`config.mk`:
```
export PLATFORM = sky130hd
export DESIGN_NAME = led_rgb_driver
export DESIGN_NICKNAME = d
export VERILOG_FILES = /design/src/rtl/led_pkg.sv /design/src/rtl/pwm_gen.sv /design/src/rtl/led_rgb_driver.sv
export SDC_FILE = /design/constraint.sdc
export NUM_CORES = 1
export LEC_CHECK = 0
export CAP_MARGIN = 10
export CORE_UTILIZATION = 51
export DETAILED_ROUTE_END_ITERATION = 8
export HOLD_SLACK_MARGIN = 0.06
export PLACE_DENSITY_LB_ADDON = 0.25
export SLEW_MARGIN = 20
export SYNTH_ARGS = -nofsm -noshare
export SYNTH_HDL_FRONTEND = slang
export SYNTH_SLANG_ARGS = --single-unit
```
`constraint.sdc`:
```
create_clock -name clock -period 4 [get_ports clock]
set_input_delay 0.4 -clock clock [delete_from_list [all_inputs] [get_ports clock]]
set_output_delay 0.4 -clock clock [all_outputs]
set_load 0.05 [all_outputs]
```
`src/rtl/led_pkg.sv`:
```
// Shared colour encoding and FSM state type for the RGB LED output stage.
package led_pkg;

   // Colour state; the member values double as the i_color/o_color encoding.
   typedef enum logic [1:0] {
      COLOR_RED   = 2'b00,
      COLOR_GREEN = 2'b01,
      COLOR_BLUE  = 2'b10,
      COLOR_WHITE = 2'b11
   } color_e;

   // Auto-cycle successor: RED->GREEN->BLUE->RED, WHITE falls back to RED.
   function automatic color_e next_color(input color_e c);
      case (c)
         COLOR_RED:   next_color = COLOR_GREEN;
         COLOR_GREEN: next_color = COLOR_BLUE;
         default:     next_color = COLOR_RED;
      endcase
   endfunction

endpackage

```
`src/rtl/pwm_gen.sv`:
```
// Free-running PWM counter with a duty compare; all-ones duty means always on.
module pwm_gen
   import led_pkg::*;
#(
   parameter int unsigned NB_PWM = 8
) (
   input  logic              clock,
   input  logic              i_reset,
   input  logic [NB_PWM-1:0] i_duty,
   output logic              o_pwm
);

   logic [NB_PWM-1:0] r_cnt;

   // Counter wraps naturally from all-ones to zero.
   always_ff @(posedge clock or negedge i_reset) begin
      if (!i_reset) r_cnt <= '0;
      else          r_cnt <= r_cnt + NB_PWM'(1);
   end

   // Gate is combinational from the counter register.
   assign o_pwm = (&i_duty) | (r_cnt < i_duty);

endmodule

```
`src/rtl/led_rgb_driver.sv`:
```
// LED output stage: colour FSM, tick counter and registered RGB bank drivers.
module led_rgb_driver
   import led_pkg::*;
#(
   parameter int unsigned NB_LEDS         = 4,
   parameter int unsigned NB_PWM          = 8,
   parameter int unsigned TICKS_PER_COLOR = 4
) (
   input  logic               clock,
   input  logic               i_reset,
   input  logic               i_enable,
   input  logic [NB_LEDS-1:0] i_shift,
   input  logic               i_mode,
   input  logic [1:0]         i_color,
   input  logic [NB_PWM-1:0]  i_duty,
   output logic [NB_LEDS-1:0] o_led,
   output logic [NB_LEDS-1:0] o_led_g,
   output logic [NB_LEDS-1:0] o_led_b,
   output logic [1:0]         o_color
);

   localparam int unsigned NB_TICK = (TICKS_PER_COLOR > 1) ? $clog2(TICKS_PER_COLOR) : 1;
   localparam logic [NB_TICK-1:0] TICK_LAST = NB_TICK'(TICKS_PER_COLOR - 1);

   color_e               r_state;
   logic [NB_TICK-1:0]   r_tick;
   logic [NB_LEDS-1:0]   r_led_r;
   logic [NB_LEDS-1:0]   r_led_g;
   logic [NB_LEDS-1:0]   r_led_b;
   logic                 w_pwm;
   logic [NB_LEDS-1:0]   w_gated;
   logic                 w_r_on;
   logic                 w_g_on;
   logic                 w_b_on;

   pwm_gen #(
      .NB_PWM (NB_PWM)
   ) u_pwm (
      .clock   (clock),
      .i_reset (i_reset),
      .i_duty  (i_duty),
      .o_pwm   (w_pwm)
   );

   assign w_gated = i_shift & {NB_LEDS{w_pwm}};
   assign w_r_on  = (r_state == COLOR_RED)   || (r_state == COLOR_WHITE);
   assign w_g_on  = (r_state == COLOR_GREEN) || (r_state == COLOR_WHITE);
   assign w_b_on  = (r_state == COLOR_BLUE)  || (r_state == COLOR_WHITE);

   // Colour FSM and tick counter; fixed mode overrides any tick on the same edge.
   always_ff @(posedge clock or negedge i_reset) begin
      if (!i_reset) begin
         r_state <= COLOR_RED;
         r_tick  <= '0;
      end else if (!i_mode) begin
         r_state <= color_e'(i_color);
         r_tick  <= '0;
      end else if (i_enable) begin
         if (r_tick == TICK_LAST) begin
            r_tick  <= '0;
            r_state <= next_color(r_state);
         end else begin
            r_tick  <= r_tick + NB_TICK'(1);
         end
      end
   end

   // Bank registers use the pre-edge colour, so banks trail o_color by one cycle.
   always_ff @(posedge clock or negedge i_reset) begin
      if (!i_reset) begin
         r_led_r <= '0;
         r_led_g <= '0;
         r_led_b <= '0;
      end else begin
         r_led_r <= w_r_on ? w_gated : '0;
         r_led_g <= w_g_on ? w_gated : '0;
         r_led_b <= w_b_on ? w_gated : '0;
      end
   end

   assign o_led   = r_led_r;
   assign o_led_g = r_led_g;
   assign o_led_b = r_led_b;
   assign o_color = r_state;

endmodule

```
==> impl_metrics.toml <==
[logic_synthesis]
synth_common_cells = "dfrtp_1, ha_1, inv_1"
ys_seq_area_frac = 0.480
avgSynthCellArea_sq_um = 11.8
yosys.cell_types.count = 23
synth_ff_type = "dfrtp_1"
ys_warn_count = 0
synth_top_area_frac = 0.480
synth_area_sq_mm = 0.00125
synth_edf_count = 0
synthMostInstantiatedCell = "dfrtp_1"
synthArstFlopShare = 1.00
postSynthCellCount = 106
ys_seq_elements = 24
yosys-top-cells-area = "dfrtp_1, ha_1, a2111oi_4, nor4b_4, o21ai_0"
yosys.area.top_type = "dfrtp_1"
synth_nets = 137

[clocking]
postCtsSetupRepairBufs = 0
cts_tree = "done"
clk_path_buf_depth = 2
cts_resized = 0
cts_buffers = 3
hold_buffers = 0
clk_transition_reported_paths_ns = 0.12
cts_sinks = 24
root_buffer = "clkbuf_4"
cts_htree_levels = 1
clkLatencyLatePin_ns = 0.31

[global_route]
grt_use_total = 0.201
grt_pass1_vias = 882
grt_pass1_wl_mm = 3.83
grt_max_degree = 25
antenna_found_initial = 0
grt.overflow.total = 0

[timing]
maxClockFrequency_mhz = 464
setup_slack_ns = 1.84
worstMarginPinSlew_ns = 0.867
relSlewSlack = 0.422
skew_ns = 0.00469
slew_viol_final = 0
tns_ns = 0
rsz0062_at_grt = "false"
finalHoldViolCount = 0
setup_viol = 0
fin_crit_ns = 2.16
post-route-period-util = 0.539

[pwr]
cellLeakagePower_nw = 0.747
p_per_area_mw_per_mm2 = 325
swShare = 0.322
total_power_mw = 0.521
pwr-share-seq = 0.507
p_clk_frac = 0.199
internal_power_mw = 0.354
switching_power_mw = 0.168
p_comb_frac = 0.293
vdd_drop_max_uv = 267

[final_layout]
final_core_util = 0.711
fillCellCount = 180
num-nets-final = 171
seqCellArea_sq_um = 601
final_cells = 166
layout-drive-gt1-share = 0.0797
antennaDiodeCount = 0
multiInputGateArea_sq_um = 599
syn_to_final_growth_pct = 28.2

[run]
cap_violations = 0

[floorplan]
die_area_sq_mm = 0.00266
die_h_microns = 51.5
num_rows = 17
core_area_sq_mm = 0.00225
die_w_microns = 51.5
ioPinCount = 32
initial_core_util = 0.555

[worst_setup_path]
arrival_ns = 2.32
crit_required_ns = 4.16
crit_path_end_kind = "flip-flop"
path_max_fanout = 12
path_class = "in -> reg"
cp-start-kind = "input port"

[routing]
ant_nets = 0
drt-total-wl_mm = 2.33
wl_per_cell_microns = 14.0
first_pass_iters = 4
vias = 918
first_iter_violations = 23
via_per_inst = 5.53
drc = 0

[outcome]
run_status = "complete, no violations"

[place]
place_inst = 163
detailed_place_hpwl_mm = 1.85
port_buffers = 31
gp_congestion = 0.864
dp_worst_setup_slack_ns = 1.32

[min_path]
hold_path.class = "in -> async"
-- cell usage in the layout, fill, tap and decap left out, types with 3 or more instances in the layout --
master,count
clkdlybuf4s50_1,30
dfrtp_1,24
ha_1,13
inv_1,11
o21ai_0,9
nor3_1,8
nand4_1,5
xnor2_1,4
nor2_1,4
mux2i_1,4
nand3_1,3
a21oi_1,3
clkbuf_4,3
-- final timing paths --
check | cells past startpoint | end | startpoint | slack, ns
min | 1 | u_pwm.r_cnt[5] | i_reset | 0.03
min in group clock | 1 | u_pwm.r_cnt[7] | u_pwm.r_cnt[7] | 0.50
min reg2reg | 1 | u_pwm.r_cnt[7] | u_pwm.r_cnt[7] | 0.50
max | 6 | o_led[0] | i_duty[7] | 1.84
max in group asynchronous | 1 | o_led_g[1] | i_reset | 3.63
max reg2reg | 4 | o_led[0] | u_pwm.r_cnt[2] | 1.97
-- per-stage QoR --
step           cell area [sq um]  hold slack, ns
2_1_floorplan               1250           0.104
3_3_place_gp                1580           0.476
3_5_place_dp                1580           0.484
4_1_cts                     1600           0.501
5_1_grt                     1600          0.0729
6_report                    1600          0.0316
-- worst max-delay path, stage by stage --
cell	delay, ns
clkdlybuf4s50_1	0.48
inv_1	0.05
ha_1	0.33
nand4_1	0.16
a2111oi_4	0.79
nor4b_1	0.12
-- cell type report --
class,count,area share
multi-input cells,69,0.374
clock buffers,3,0.0140
inverters,11,0.0257
repair buffers,31,0.190
well taps,28,0.0218
flip-flops and latches,24,0.374
-- cell families (layout without fill, tap and decap cells) --
| family | Yosys count | count (layout) | share of synthesized area |
|---|---|---|---|
| compound gates | 15 | 15 | 0.0970 |
| mux | 4 | 4 | 0.0320 |
| xor+xnor | 6 | 6 | 0.0420 |
| flops | 24 | 24 | 0.480 |
| simple gates | 31 | 31 | 0.173 |
| buf+inv | 13 | 45 | 0.0460 |
| fa+ha+maj | 13 | 13 | 0.130 |
-- routing by layer --
metal	track usage	wire (microns)
met3	0.0292	96
met2	0.357	1170
met4	0.0946	55
met5	0	0
met1	0.237	1010
-- power groups by stage --
| stage | sequential, mW | clock [mW] | combinational (mW) |
|---|---|---|---|
| 3_3_place_gp | 0.269 | 0 | 0.151 |
| 5_1_grt | 0.267 | 0.113 | 0.164 |
| 2_1_floorplan | 0.321 | 0 | 0.0415 |
| 4_1_cts | 0.265 | 0.104 | 0.155 |
| 3_5_place_dp | 0.270 | 0 | 0.154 |
| 6_report | 0.265 | 0.104 | 0.153 |
-- state kept, by name, summed over array words and instances, names as in the netlist --
register and flops:
u_pwm.r_cnt 8, o_led 4, o_led_b 4, o_led_g 4
o_color 2, r_tick 2
Note: power is estimated with default switching activity, not from simulation.
